## config.mk

```make
export PLATFORM = sky130hd
export DESIGN_NAME = regfile_sb
export DESIGN_NICKNAME = d
export VERILOG_FILES = /design/src/rtl/regfile_sb.sv
export SDC_FILE = /design/constraint.sdc
export NUM_CORES = 2
export LEC_CHECK = 0
export BUFFER_PORTS_ARGS = -buffer_cell sky130_fd_sc_hd__buf_4
export CAP_MARGIN = 10
export CORE_ASPECT_RATIO = 0.5
export CORE_UTILIZATION = 40
export CTS_BUF_LIST = sky130_fd_sc_hd__clkbuf_4 sky130_fd_sc_hd__clkbuf_8
export CTS_CLUSTER_DIAMETER = 80
export DETAILED_ROUTE_END_ITERATION = 6
export PLACE_DENSITY = 0.63
export SYNTH_ARGS = -nofsm -noshare
export SYNTH_HDL_FRONTEND = slang
export SYNTH_SLANG_ARGS = --single-unit
```

## constraint.sdc

```tcl
create_clock -name clk_i -period 6.9 [get_ports clk_i]
set_input_delay 0 -clock clk_i [delete_from_list [all_inputs] [get_ports clk_i]]
set_output_delay 0 -clock clk_i [all_outputs]
set_load 0.005 [all_outputs]
```

## src/rtl/regfile_sb.sv

```systemverilog
// Integer register file with write-through bypass and a pending-write scoreboard.
// Define RF_PARITY_EN to add per-register even parity (par_inject_i / parity_err_o).
module regfile_sb #(
    parameter int unsigned XLEN  = 32,
    parameter int unsigned NREG  = 32,
    parameter int unsigned CNT_W = 5
) (
    input  logic             clk_i,
    input  logic             rst_i,
    input  logic             rf_rw_en_i,
    input  logic [4:0]       rd_addr_i,
    input  logic [XLEN-1:0]  wb_data_i,
    input  logic [4:0]       rs1_addr_i,
    input  logic [4:0]       rs2_addr_i,
    output logic [XLEN-1:0]  rs1_data_o,
    output logic [XLEN-1:0]  rs2_data_o,
    input  logic             issue_en_i,
    input  logic [4:0]       issue_rd_i,
    input  logic             sb_flush_i,
    output logic             rs1_busy_o,
    output logic             rs2_busy_o,
    output logic [CNT_W-1:0] pend_cnt_o,
    output logic             sb_full_o
`ifdef RF_PARITY_EN
    ,
    input  logic             par_inject_i,
    output logic             parity_err_o
`endif
);

    localparam int unsigned CNT_MAX = (1 << CNT_W) - 1;

    logic [XLEN-1:0]  r_regs [NREG];
    logic [NREG-1:0]  r_pend;
    logic [CNT_W-1:0] r_cnt;
    logic             r_full;

    logic [NREG-1:0]  w_pend_nxt;
    logic [CNT_W-1:0] w_cnt_nxt;
    logic             w_byp1;
    logic             w_byp2;

    // Register storage; x0 is never written so it stays zero.
    always_ff @(posedge clk_i) begin
        if (rst_i) begin
            for (int i = 0; i < int'(NREG); i++) r_regs[i] <= '0;
        end else if (rf_rw_en_i && rd_addr_i != 5'd0) begin
            r_regs[rd_addr_i] <= wb_data_i;
        end
    end

    assign w_byp1 = rf_rw_en_i && (rd_addr_i == rs1_addr_i);
    assign w_byp2 = rf_rw_en_i && (rd_addr_i == rs2_addr_i);

    always_comb begin
        rs1_data_o = '0;
        if (rs1_addr_i != 5'd0) rs1_data_o = w_byp1 ? wb_data_i : r_regs[rs1_addr_i];
    end

    always_comb begin
        rs2_data_o = '0;
        if (rs2_addr_i != 5'd0) rs2_data_o = w_byp2 ? wb_data_i : r_regs[rs2_addr_i];
    end

    // Next pending vector: flush, then writeback clear, then issue set (issue wins).
    always_comb begin
        w_pend_nxt = r_pend;
        if (sb_flush_i) w_pend_nxt = '0;
        if (rf_rw_en_i) w_pend_nxt[rd_addr_i] = 1'b0;
        if (issue_en_i && issue_rd_i != 5'd0) w_pend_nxt[issue_rd_i] = 1'b1;
    end

    // Saturating popcount of the next pending vector.
    always_comb begin
        int unsigned pop;
        pop = 0;
        for (int i = 0; i < int'(NREG); i++) pop = pop + 32'(w_pend_nxt[i]);
        if (pop > CNT_MAX) pop = CNT_MAX;
        w_cnt_nxt = CNT_W'(pop);
    end

    always_ff @(posedge clk_i) begin
        if (rst_i) begin
            r_pend <= '0;
            r_cnt  <= '0;
            r_full <= 1'b0;
        end else begin
            r_pend <= w_pend_nxt;
            r_cnt  <= w_cnt_nxt;
            r_full <= (w_cnt_nxt == CNT_W'(CNT_MAX));
        end
    end

    assign rs1_busy_o = (rs1_addr_i != 5'd0) && r_pend[rs1_addr_i] && !w_byp1;
    assign rs2_busy_o = (rs2_addr_i != 5'd0) && r_pend[rs2_addr_i] && !w_byp2;
    assign pend_cnt_o = r_cnt;
    assign sb_full_o  = r_full;

`ifdef RF_PARITY_EN
    logic [NREG-1:0] r_par;
    logic            w_perr1;
    logic            w_perr2;

    // Stored parity may be deliberately inverted to exercise the checker.
    always_ff @(posedge clk_i) begin
        if (rst_i) begin
            r_par <= '0;
        end else if (rf_rw_en_i && rd_addr_i != 5'd0) begin
            r_par[rd_addr_i] <= (^wb_data_i) ^ par_inject_i;
        end
    end

    assign w_perr1 = (rs1_addr_i != 5'd0) && !w_byp1 &&
                     ((^r_regs[rs1_addr_i]) != r_par[rs1_addr_i]);
    assign w_perr2 = (rs2_addr_i != 5'd0) && !w_byp2 &&
                     ((^r_regs[rs2_addr_i]) != r_par[rs2_addr_i]);
    assign parity_err_o = w_perr1 || w_perr2;
`endif

endmodule
```

==> impl_metrics.tcl <==
set metrics [dict create \
    arrival_ps 7360 \
    area_delta_synth_final_pct 11.13 \
    drt-pass1-iter-count 6 \
    core_um2 143500 \
    grt_pass1_vias 39330 \
    dp.cells 5818 \
    yosysMostFrequentCell "edfxtp_1" \
    die_width_um 540.9 \
    clock_skew_ps 26.03 \
    port_buffers 128 \
    slew_headroom_pct 18.03 \
    drive_gt1_share_pct 24.70 \
    total_leakage_power_nw 22.68 \
    ys_types 65 \
    startpoint_type "primary input" \
    synth_edf_count 1024 \
    nets 4241 \
    fp.dieH_um 271.5 \
    clkSinkCount 1062 \
    rsz0062_at_grt "false" \
    wire_per_inst_um 34.86 \
    grtUsageTotal_pct 28.94 \
    die_area_um2 146800 \
    slowest_stage "dlygate4sd3_1" \
    multiInputGateArea_um2 24900 \
    grt_overflow 0 \
    drt_iter0_drc 6748 \
    dp_hpwl_um 126900 \
    final-instance-count-excl-fill 6175 \
    gp_congestion 0.9282 \
    synthesis.area_um2 58080 \
    placed_cell_area_um2 60720 \
    cp_max_fo 10 \
    period_share_pct 95.22 \
    clock_latency_ps 880 \
    clock_path_buffers 3 \
    ios 129 \
    setup_viol 0 \
    hold_viol_final 0 \
    cts_tree "built" \
    drc 0 \
    ir_worst_vdd_mv 0.1806 \
    fillCellCount 12620 \
    yosysWarnings 0 \
    synth_ff_type "edfxtp_1" \
    dp_worst_setup_slack_ps 750.0 \
    clkTransAtPathRegs_ps 70 \
    grt_max_degree 93 \
    via_per_inst 6.463 \
    postRouteAntennaNets 0 \
    wl_um 215300 \
    grt_pass1_wl_um 299200 \
    syn-mean-instance-area_um2 14.20 \
    num_rows 98 \
    synth_area_leader_cell "edfxtp_1" \
    fin_tns_setup_ps 0 \
    crit_required_ps 7690 \
    hold_class "in -> reg" \
    cap_violations 0 \
    synth_async_sr_flop_share_pct 0 \
    htreeDepth 4 \
    synth_common_cells "edfxtp_1 (1,024), and2_1 (998), mux4_2 (409)" \
    cellPowerDensity_nw_per_um2 233.1 \
    tightestPinTransition_ps 1230 \
    vias 39910 \
    outcome "complete, no violations" \
    max_stage_delay_ps 630 \
    fmax_ghz 0.1522 \
    start_util_pct 40.49 \
    fin_crit_ps 6570 \
    netlist_instances 4090 \
    cts_inserted_buffers 167 \
    cts_setup_buffers 0 \
    root_buffer "clkbuf_8" \
    yosysSeqAreaShare_pct 54.25 \
    regArea_um2 31510 \
    worst_setup_path_end_kind "flip-flop" \
    fin_area_um2 64550 \
    synth.top_cell.area_share_pct 52.94 \
    setup_ws_ps 329.9 \
    ys_ff_latch 1062 \
    crit_chain "dlygate4sd3_1 -> buf_4 -> or3b_4 -> dlygate4sd3_1 -> o211a_1 -> dlygate4sd3_1 -> a21oi_1 -> fa_1 -> fa_1 -> fa_1 -> inv_1 -> fa_1 -> fa_1 -> fa_1 -> ha_1 -> inv_1 -> fa_1 -> xor2_1 -> or4_1 -> a211oi_1" \
    synth_area_leaders "edfxtp_1 (53%), mux4_2 (16%), and2_1 (11%), mux2i_1 (3.7%), clkbuf_1 (2.0%)" \
    holdWs_ps 170.8 \
    cpMostUsedCell "fa_1" \
    finalMaxSlewViolations 0 \
    path_class "in -> reg" \
    antenna_found_initial 20 \
]
[logic make-up after synthesis]
family	share of synthesized area (%)
buffers and inverters	3.541
XOR/XNOR	0.1810
flip-flops	54.25
AO/OA/AOI/OAI	6.417
AND/OR/NAND/NOR	13.88
multiplexers	20.75
adder cells (fa/ha/maj)	0.9780
other	0.006456
[flip-flops by register name, summed over array words and instances (netlist names)]
name / cells
sb_full_o: 1
pend_cnt_o: 5
r_regs: 1024
r_pend: 32
[layer usage]
layer	global-route usage, %	vias to the layer above	routed length [um]
li1	-	15780	-
met1	39.12	20670	80890
met2	42.71	3056	93840
met3	10.58	400	33320
met4	10.48	4	7204
met5	0	-	29
[cell usage in the layout, fill, tap and decap left out, types with 18 or more instances in the layout]
| cell type | netlist | final |
|---|---|---|
| clkbuf_8 | 0 | 177 |
| nor2b_1 | 24 | 18 |
| nor2_4 | 0 | 23 |
| o2111ai_1 | 27 | 27 |
| nand2_1 | 136 | 135 |
| o211ai_1 | 30 | 30 |
| mux2_2 | 62 | 62 |
| dlygate4sd3_1 | 0 | 66 |
| clkbuf_4 | 0 | 64 |
| dfxtp_1 | 38 | 38 |
| buf_4 | 26 | 220 |
| or2_2 | 38 | 38 |
| conb_1 | 1 | 32 |
| inv_1 | 19 | 19 |
| a22oi_1 | 45 | 45 |
| mux4_2 | 409 | 409 |
| a221o_1 | 28 | 28 |
| nand3_1 | 37 | 37 |
| edfxtp_1 | 1024 | 1024 |
| clkinv_1 | 1 | 33 |
| and2_1 | 998 | 996 |
| a2111o_1 | 18 | 18 |
| a21oi_1 | 53 | 51 |
| o21ai_0 | 27 | 27 |
| mux2i_1 | 214 | 214 |
| o22ai_1 | 54 | 54 |
| a32o_1 | 46 | 46 |
| a22o_1 | 33 | 33 |
| fa_1 | 24 | 24 |
| a211oi_1 | 21 | 21 |
| nor2_1 | 70 | 37 |
[critical path, delay by kind of cell]
kind	cells	cell delay [ps]
simple gates	2	900
compound gates	3	650
xor+xnor	1	180
fa+ha+maj	8	3620
buf+inv	6	2040
[cell type report]
class	count	share of cell area, %
Clock buffer	240	4.497
Antenna cell	4	0.01551
Clock inverter	47	0.3780
Sequential cell	1062	48.82
Multi-Input combinational cell	2604	38.57
Tap cell	1900	3.683
Inverter	20	0.1163
Timing Repair Buffer	298	3.921
[through the flow]
stage	power, mW	util (%)
finish	15.05	44.99
CTS	14.97	44.98
detailed placement	9.735	42.33
floorplan	8.842	-
global placement	9.690	42.33
global route	15.38	44.99
[path summary, 6_finish.rpt]
path | depth (start not counted) | slack (ps) | start | end
min reg2reg | 2 | 610 | r_pend[22] | r_pend[22]
max reg2reg | 16 | 970 | r_pend[27] | sb_full_o
max | 20 | 330 | rd_addr_i[2] | sb_full_o
min | 5 | 170 | issue_rd_i[3] | r_pend[18]
[power breakdown]
group / internal (mW) / switching (mW) / leakage (nW)
registers: 7.41 / 0.175 / 10.1
logic: 0.822 / 1.30 / 10.9
clock network: 2.72 / 2.61 / 1.67
[timing repair]
action | in CTS | in global routing
endpoints found under the setup margin | 0 | 1
hold endpoints to repair | 1047 | 0
hold buffers | 66 | 0
gates resized for setup | 0 | 2
(Power assumes the default switching activity.)
